--- src/rtl/cpu_isa_pkg.sv ---
// ISA constants, family codes and the decoded-instruction record shared by
// the decoder and its helpers.
package cpu_isa_pkg;

  localparam int INSTR_W = 16;
  localparam int IMM_W   = 16;

  localparam logic [3:0] OPC_RTYPE   = 4'h0;
  localparam logic [3:0] OPC_ANDI    = 4'h1;
  localparam logic [3:0] OPC_ORI     = 4'h2;
  localparam logic [3:0] OPC_XORI    = 4'h3;
  localparam logic [3:0] OPC_SPECIAL = 4'h4;
  localparam logic [3:0] OPC_SHIFT   = 4'h8;
  localparam logic [3:0] OPC_BCOND   = 4'hC;
  localparam logic [3:0] OPC_LUI     = 4'hF;

  localparam logic [3:0] EXT_LOAD  = 4'h0;
  localparam logic [3:0] EXT_STOR  = 4'h4;
  localparam logic [3:0] EXT_JAL   = 4'h8;
  localparam logic [3:0] EXT_JCOND = 4'hC;
  localparam logic [3:0] EXT_RSH   = 4'hF;
  localparam logic [3:0] EXT_LSH   = 4'h4;
  localparam logic [3:0] EXT_ASH   = 4'h6;

  typedef enum logic [2:0] {
    FAM_R, FAM_SPECIAL, FAM_SHIFT, FAM_BCOND, FAM_ITYPE
  } fam_e;

  // imm_sx selects how the 16-bit immediate is widened to the datapath.
  typedef struct packed {
    logic [7:0]       op;
    logic [3:0]       rdest;
    logic [3:0]       rsrc;
    logic [IMM_W-1:0] imm;
    logic             imm_sx;
    logic             r_or_i;
    logic             is_branch;
    logic             is_mem;
    logic             illegal;
  } dec_t;

  function automatic fam_e family_of(input logic [3:0] opc);
    case (opc)
      OPC_RTYPE:   return FAM_R;
      OPC_SPECIAL: return FAM_SPECIAL;
      OPC_SHIFT:   return FAM_SHIFT;
      OPC_BCOND:   return FAM_BCOND;
      default:     return FAM_ITYPE;
    endcase
  endfunction

  function automatic logic r_ext_legal(input logic [3:0] ext);
    case (ext)
      4'h0, 4'h1, 4'h2, 4'h3, 4'h5, 4'h6, 4'h7,
      4'h9, 4'hA, 4'hB, 4'hD, 4'hE: return 1'b1;
      default:                       return 1'b0;
    endcase
  endfunction

endpackage

--- src/rtl/instr_fifo.sv ---
// Circular instruction buffer; flush and reset both empty it in one edge.
module instr_fifo #(
  parameter int DEPTH = 4,
  parameter int W     = 16,
  parameter int CW    = $clog2(DEPTH) + 1
) (
  input  logic          clk,
  input  logic          reset,
  input  logic          flush,
  input  logic          push,
  input  logic          pop,
  input  logic [W-1:0]  wdata,
  output logic [W-1:0]  head,
  output logic [CW-1:0] count,
  output logic          full,
  output logic          empty
);
  localparam int PW = $clog2(DEPTH);

  logic [W-1:0]  mem [DEPTH];
  logic [PW-1:0] wptr, rptr;
  logic          wr_en, rd_en;

  assign full  = (count == CW'(DEPTH));
  assign empty = (count == '0);
  assign wr_en = push && !full;
  assign rd_en = pop && !empty;
  assign head  = mem[rptr];

  always_ff @(posedge clk) begin
    if (reset || flush) begin
      wptr  <= '0;
      rptr  <= '0;
      count <= '0;
    end else begin
      if (wr_en) wptr <= wptr + PW'(1);
      if (rd_en) rptr <= rptr + PW'(1);
      count <= count + CW'(wr_en) - CW'(rd_en);
    end
  end

  always_ff @(posedge clk) begin
    if (wr_en && !reset && !flush) mem[wptr] <= wdata;
  end

endmodule

--- src/rtl/pipelined_instr_decoder.sv ---
// Fetch FIFO feeding a single decoded-instruction output register with
// valid/ready handshake; decode is combinational on the FIFO head.
module pipelined_instr_decoder
  import cpu_isa_pkg::*;
#(
  parameter int DATA_W       = 16,
  parameter int DEPTH        = 4,
  parameter bit ZEXT_LOGICAL = 1'b1
) (
  input  logic                     clk,
  input  logic                     reset,
  input  logic                     flush,
  input  logic [15:0]              instr,
  input  logic                     instr_valid,
  output logic                     instr_ready,
  output logic                     dec_valid,
  input  logic                     dec_ready,
  output logic [7:0]               op,
  output logic [3:0]               rdest,
  output logic [3:0]               rsrc,
  output logic [DATA_W-1:0]        imm,
  output logic                     r_or_i,
  output logic                     is_branch,
  output logic                     is_mem,
  output logic                     illegal,
  output logic [$clog2(DEPTH):0]   fifo_count
);
  localparam int CW = $clog2(DEPTH) + 1;

  logic [15:0] head;
  logic        full, empty, push, pop;
  dec_t        d;

  function automatic dec_t decode(input logic [15:0] w);
    dec_t r;
    r = '0;
    r.op[7:4] = w[15:12];
    case (family_of(w[15:12]))
      FAM_R: begin
        r.op[3:0] = w[7:4];
        r.rdest   = w[11:8];
        r.rsrc    = w[3:0];
        r.r_or_i  = 1'b1;
        r.illegal = !r_ext_legal(w[7:4]);
      end
      FAM_SPECIAL: begin
        r.op[3:0] = w[7:4];
        r.rdest   = w[11:8];
        r.rsrc    = w[3:0];
        r.r_or_i  = 1'b1;
        case (w[7:4])
          EXT_LOAD, EXT_STOR: r.is_mem    = 1'b1;
          EXT_JAL, EXT_JCOND: r.is_branch = 1'b1;
          EXT_RSH:            ;
          default:            r.illegal   = 1'b1;
        endcase
      end
      FAM_SHIFT: begin
        r.op[3:0] = w[7:4];
        r.rdest   = w[11:8];
        if (w[7:4] == EXT_LSH || w[7:4] == EXT_ASH) begin
          r.rsrc   = w[3:0];
          r.r_or_i = 1'b1;
        end else if (w[7:6] == 2'b00) begin
          // LSHI/ASHUI: 5-bit signed shift amount
          r.imm    = {{11{w[4]}}, w[4:0]};
          r.imm_sx = 1'b1;
        end else begin
          r.rsrc    = w[3:0];
          r.r_or_i  = 1'b1;
          r.illegal = 1'b1;
        end
      end
      FAM_BCOND: begin
        r.op[3:0]   = w[11:8];
        r.is_branch = 1'b1;
        r.imm       = {{8{w[7]}}, w[7:0]};
        r.imm_sx    = 1'b1;
      end
      default: begin
        r.rdest = w[11:8];
        if (w[15:12] == OPC_LUI) begin
          r.imm = {w[7:0], 8'h00};
        end else if (ZEXT_LOGICAL && (w[15:12] == OPC_ANDI ||
                     w[15:12] == OPC_ORI || w[15:12] == OPC_XORI)) begin
          r.imm = {8'h00, w[7:0]};
        end else begin
          r.imm    = {{8{w[7]}}, w[7:0]};
          r.imm_sx = 1'b1;
        end
      end
    endcase
    return r;
  endfunction

  assign instr_ready = (fifo_count < CW'(DEPTH));
  assign push        = instr_valid && instr_ready;
  assign pop         = !empty && (!dec_valid || dec_ready);
  assign d           = decode(head);

  instr_fifo #(.DEPTH(DEPTH), .W(16), .CW(CW)) u_fifo (
    .clk   (clk),
    .reset (reset),
    .flush (flush),
    .push  (push),
    .pop   (pop),
    .wdata (instr),
    .head  (head),
    .count (fifo_count),
    .full  (full),
    .empty (empty)
  );

  always_ff @(posedge clk) begin
    if (reset) begin
      dec_valid <= 1'b0;
      op        <= '0;
      rdest     <= '0;
      rsrc      <= '0;
      imm       <= '0;
      r_or_i    <= 1'b0;
      is_branch <= 1'b0;
      is_mem    <= 1'b0;
      illegal   <= 1'b0;
    end else if (flush) begin
      dec_valid <= 1'b0;
    end else if (pop) begin
      dec_valid <= 1'b1;
      op        <= d.op;
      rdest     <= d.rdest;
      rsrc      <= d.rsrc;
      imm       <= d.imm_sx ? DATA_W'($signed(d.imm)) : DATA_W'(d.imm);
      r_or_i    <= d.r_or_i;
      is_branch <= d.is_branch;
      is_mem    <= d.is_mem;
      illegal   <= d.illegal;
    end else if (dec_ready) begin
      dec_valid <= 1'b0;
    end
  end

endmodule

--- config.mk ---
export PLATFORM = sky130hd
export DESIGN_NAME = pipelined_instr_decoder
export DESIGN_NICKNAME = d
export VERILOG_FILES = /design/src/rtl/cpu_isa_pkg.sv /design/src/rtl/instr_fifo.sv /design/src/rtl/pipelined_instr_decoder.sv
export SDC_FILE = /design/constraint.sdc
export NUM_CORES = 1
export LEC_CHECK = 0
export BUFFER_PORTS_ARGS = -buffer_cell sky130_fd_sc_hd__clkbuf_2
export CORE_MARGIN = 5
export CORE_UTILIZATION = 53
export CTS_CLUSTER_DIAMETER = 30
export DETAILED_ROUTE_END_ITERATION = 6
export PLACE_DENSITY = 0.76
export SETUP_SLACK_MARGIN = 0.15
export SLEW_MARGIN = 20
export SYNTH_ARGS = -nofsm -noshare
export SYNTH_HDL_FRONTEND = slang
export SYNTH_SLANG_ARGS = --single-unit
--- constraint.sdc ---
create_clock -name clk -period 5.5 [get_ports clk]
set_clock_uncertainty 0.05 [all_clocks]
set_input_delay 0.275 -clock clk [delete_from_list [all_inputs] [get_ports clk]]
set_output_delay 0.275 -clock clk [all_outputs]
set_load 0.02 [all_outputs]
==> impl_metrics.toml, run 1 <==
[clocking]
ctsResizeCount = 0
tritoncts = "done"
insertion_delay_ns = 0.37
clk_pin_slew_ns = 0.12
post_cts_buffers = 0
cts_buffers = 9
clock-sinks = 110
cts_buffer_depth = 2
cts_root_buffer = "clkbuf_8"
htreeDepth = 3
ctsHoldBuffers = 0

[synthesis]
synthCells = 333
synth_edf_count = 64
synth_nets = 365
synthTopCellsByArea = "edfxtp_1, dfxtp_1, mux4_2"
yosysMostFrequentCell = "edfxtp_1"
synth_cell_types = 43
syn_area_mm2 = 0.00446
ys_ff_latch = 110
yosysTopAreaCell = "edfxtp_1"
synth_common_cells = "edfxtp_1, dfxtp_1, nor2_1, nand2_1, a21oi_1"
synth_warnings = 0
synth_ff_type = "edfxtp_1"
syn_avg_cell_area_um2 = 13.4
synthArstFlopShare_pct = 0
ys_seq_area_share_pct = 63.7
yosysTopAreaCellShare_pct = 43.1

[global_route]
grt_overflow = 0
grt_max_degree = 40
track_usage_pct = 17.3
grt_pass1_vias = 2739
grt_pass1_wl_mm = 13.6
grt_antenna_before_repair = 0

[sta]
setup_viol = 0
drv_slew = 0
fin_crit_ns = 2.85
tightest_slew_ns = 1.05
worst_slack_ns = 2.65
relSlewSlack_pct = 30.0
fmax_mhz = 351
period_share_pct = 51.8
tns_ns = 0
hold_violations = 0
rsz0062_at_grt = "false"

[placed_design]
place_hpwl_mm = 5.95
io_buffer_count = 61
gp_congestion = 0.856
dp_slack_ns = 2.26

[worst_setup_path]
start_kind = "flip-flop"
cp.arrival_ns = 3.07
setup.worst_path.end_class = "flip-flop"
critPathKind = "flip-flop to flip-flop"
path_max_fanout = 16
critPathRequiredTime_ns = 5.72

[run]
maxCapViolations = 0

[min_path]
hp-class = "primary input to flip-flop"

[final_layout]
fillers = 622
syn2layout_area_growth_pct = 12.2
layout-drive-gt1-share_pct = 27.2
antenna-diode-count = 0
nNetsFinal = 417

[detailed_routing]
drtIter0Drc = 134
vias = 2760
drtPass1Iterations = 4
via_per_inst = 5.58
wl_per_cell_um = 17.2
drc = 0
ant_nets = 0
drt-total-wl_mm = 8.51

[die]
rows = 33
fp.dieW_um = 102
die_area_mm2 = 0.0104
io_pins = 62
start_util_pct = 54.3
die_y_um = 102
fp.coreArea_mm2 = 0.00822

[pwr]
powerDensity_mw_per_mm2 = 427
peakVddDrop_mv = 0.188
power_uw = 2140
power.leakage_uw = 0.00180

[outcome]
status = "completed"
## state kept, by name, indices dropped and copies added (netlist names), named ones only
signal        flops
u_fifo.mem       64
imm              16
op                8
rdest             4
rsrc              4
u_fifo.count      3
u_fifo.rptr       2
u_fifo.wptr       2
dec_valid         1
illegal           1
is_branch         1
is_mem            1
r_or_i            1
## metal layers
layer  up-vias  track usage (%)  wire, um
met5         -                0         0
met4         0             4.81       127
met3        11             4.61       498
met2        83             28.0      4220
met1      1340             23.1      3660
li1       1326                -         -
## layout by cell type (no fill, tap or decap), types with 2 or more instances in the layout
cell type and n:
mux4_2 14, and2_1 2, inv_1 10, clkbuf_2 61
edfxtp_1 64, nor2b_1 4, a211oi_2 2, inv_8 3
xnor2_1 5, a21oi_1 19, mux4_1 2, inv_6 3
mux2_2 5, a311oi_1 6, clkbuf_8 9, or2_2 2
nand3_1 10, a32oi_1 8, ha_1 10, a22oi_1 4
o21ai_0 3, and3_1 4, dfxtp_1 45, nand2_1 33
a21o_1 2, o22ai_1 2, nor2_1 38
## worst paths after layout
path | startpoint | to | slack [ns] | cells past startpoint
worst max-delay path | flip-flop | imm[13] | 2.65 | 5
worst min-delay path | instr[9] | u_fifo.mem[3][9] | 0.06 | 1
worst max register to register | flip-flop | imm[13] | 2.65 | 5
worst min register to register | op[5] | op[5] | 0.41 | 2
## worst max-delay path, cell delays in order, from the launching register on
cell	delay (ns)
dfxtp_2	0.69
mux4_1	0.86
or2_2	0.41
nor4_4	0.32
a211oi_4	0.13
a311oi_1	0.29
## power breakdown
part           leakage [uW]  switching, uW  internal (uW)  total [uW]
sequential         0.000952           62.2            948        1010
clock              0.000103            300            183         484
combinational      0.000743            401            243         644
## cells by family (layout without fill, tap and decap cells)
group | Yosys count | in the layout | share of synthesized area [%]
multiplexers | 22 | 22 | 9.73
AO/OA/AOI/OAI | 52 | 52 | 8.56
buffers and inverters | 31 | 88 | 3.25
XOR/XNOR | 6 | 6 | 1.18
flip-flops | 110 | 110 | 63.7
adder cells (fa/ha/maj) | 11 | 11 | 3.25
AND/OR/NAND/NOR | 101 | 101 | 10.3
## per-stage QoR
stage	instances	hold WS [ns]	cell area [um2]	utilization, %
6_report	495	0.0624	5000	60.9
5_1_grt	495	0.0461	5000	60.9
4_1_cts	495	0.0550	5000	60.9
3_5_place_dp	479	0.397	4800	58.4
3_3_place_gp	479	0.394	4800	58.4
2_1_floorplan	333	0.324	4460	-
## cell type report
cell class,count,area [um2],share of cell area (%)
clock buffers,9,124,2.48
clock inverters,7,76.3,1.53
inverters,10,37.5,0.750
multi-input cells,192,1480,29.5
flip-flops and latches,110,2840,56.8
well taps,105,131,2.63
repair buffers,62,313,6.25
Note: power is estimated with default switching activity, not from simulation.
==> run 2: changes to the inputs <==
--- a/config.mk
+++ b/config.mk
@@ -7,7 +7,7 @@
 export LEC_CHECK = 0
 export BUFFER_PORTS_ARGS = -buffer_cell sky130_fd_sc_hd__clkbuf_2
 export CORE_MARGIN = 5
-export CORE_UTILIZATION = 53
+export CORE_UTILIZATION = 51
 export CTS_CLUSTER_DIAMETER = 30
 export DETAILED_ROUTE_END_ITERATION = 6
 export PLACE_DENSITY = 0.76
==> constraint.sdc (replaced) <==
create_clock -name clk -period 2.6 [get_ports clk]
set_clock_uncertainty 0.05 [all_clocks]
set_input_delay 0.13 -clock clk [delete_from_list [all_inputs] [get_ports clk]]
set_output_delay 0.13 -clock clk [all_outputs]
set_load 0.02 [all_outputs]
==> impl_metrics.toml, run 2 (synthesized netlist as in run 1, its figures left out) <==
[outcome]
status = "completed"

[die]
rows = 34
fp.dieW_um = 104
die_area_mm2 = 0.0107
io_pins = 62
start_util_pct = 51.7
die_y_um = 104
fp.coreArea_mm2 = 0.00864

[detailed_routing]
ant_nets = 0
drt-total-wl_mm = 9.00
vias = 2912
drc = 0
wl_per_cell_um = 17.1
drtIter0Drc = 138
drtPass1Iterations = 5
via_per_inst = 5.53

[min_path]
hold_depth = 4
hp-class = "primary input to flip-flop"
min_to = "dec_valid"
min_from = "dec_ready"

[placed_design]
io_buffer_count = 61
gp_congestion = 0.780
place_hpwl_mm = 6.41
dpl_cell_area_mm2 = 0.00490

[clocking]
cts_root_buffer = "clkbuf_8"
clk_pin_slew_ns = 0.10
htreeDepth = 3
cts_buffers = 9
cts_buffer_depth = 2
insertion_delay_ns = 0.36
tritoncts = "done"
clock-sinks = 110

[pwr]
powerDensity_mw_per_mm2 = 857
power.leakage_uw = 0.00191
peakVddDrop_mv = 0.488

[global_route]
grt_pass1_wl_mm = 14.8
track_usage_pct = 17.2
grt_overflow = 0
grt_max_degree = 39
grt_pass1_vias = 2831
grt_antenna_before_repair = 0

[final_layout]
syn2layout_area_growth_pct = 17.3
fillers = 679
largest_reg_flops = 64
reg.largest.list = "u_fifo.mem (64), imm (16), op (8)"
nNetsFinal = 446
top_register = "u_fifo.mem"
layout-drive-gt1-share_pct = 27.9
layout_common_cells = "edfxtp_1, clkbuf_2, dfxtp_1"
layout_commonest_cell = "edfxtp_1"
fin_area_mm2 = 0.00523
antenna-diode-count = 0

[run]
maxCapViolations = 0

[worst_setup_path]
cp_top_family = "multiplexers"
crit_chain = "buf_4, mux4_2, inv_1, ha_1, nor2_1, nand3_1, o221ai_1, a32oi_1, o22ai_1"
critPathKind = "flip-flop to flip-flop"
reg2reg_depth = 9
crit_slowest_cell = "mux4_2"
reg2reg_to = "illegal"
critPathRequiredTime_ns = 2.79
r2r_setup_slack_ns = 0.24
start_kind = "flip-flop"
path_max_fanout = 7
path_buf_inv = 2
cp_slowest_stage_delay_ns = 0.60
setup.worst_path.end_class = "flip-flop"
cp.arrival_ns = 2.54

[sta]
period_share_pct = 90.7
tns_ns = 0
drv_slew = 0
fin_crit_ns = 2.36
rsz0062_at_grt = "true"
tightest_slew_ns = 0.516
fmax_mhz = 424
setup_viol = 0
hold_violations = 0
relSlewSlack_pct = 65.5
==> run 2: how the worst max path moves through the flow <==
stage,start,endpoint,cells after the start
2_1_floorplan,flip-flop,illegal,10
3_3_place_gp,flip-flop,illegal,9
3_5_place_dp,flip-flop,illegal,9
4_1_cts,flip-flop,illegal,9
5_1_grt,flip-flop,illegal,9
6_report,flip-flop,illegal,9
==> run 2: repair_timing <==
action	in CTS	in global routing
pin swaps	0	1
resized for setup	1	2
endpoints found under the hold margin	64	0
endpoints found under the setup margin	10	12
hold buffers	16	0
setup buffers	0	0
==> run 2: cell type report <==
cell class | instances | area (um2) | share of cell area (%)
Sequential cell | 110 | 2850 | 54.4
Multi-Input combinational cell | 192 | 1480 | 28.2
Timing Repair Buffer | 91 | 571 | 10.9
Tap cell | 108 | 135 | 2.58
Clock buffer | 11 | 131 | 2.51
Inverter | 10 | 37.5 | 0.717
Clock inverter | 5 | 32.5 | 0.622
==> run 2: per-layer routing <==
layer | wire length [um] | share of wire (%) | global-route usage (%)
met1 | 3960 | 44 | 23.2
met3 | 519 | 5.8 | 4.17
met2 | 4410 | 49 | 27.6
met5 | 0 | 0 | 0
met4 | 100 | 1.1 | 5.06
==> run 2: per-stage QoR <==
step	power [uW]	hold WS, ns	setup slack [ns]	instances	util, %
after CTS	4510	0.0519	0.179	527	60.5
after detailed placement	3600	0.307	0.0494	495	56.8
after global placement	3560	0.292	0.173	495	56.8
after floorplan	3190	0.179	0.278	333	-
after global routing	4760	0.0755	0.129	527	60.6
final	4480	0.0650	0.242	527	60.6
==> run 2: worst register-to-register path: cells and delay by family (launching register included) <==
kind | cells | cell delay (ns)
fa+ha+maj | 1 | 0.24
compound gates | 3 | 0.46
flops | 1 | 0.43
buf+inv | 2 | 0.31
mux | 1 | 0.60
simple gates | 2 | 0.15
==> run 2: power by group <==
part           switching [uW]  total [uW]  leakage (uW)  internal (uW)
registers                 113        2120      0.000953           2010
logic                     896        1470      0.000876            573
clock network             545         896     0.0000822            352
total                    1550        4480       0.00191           2930
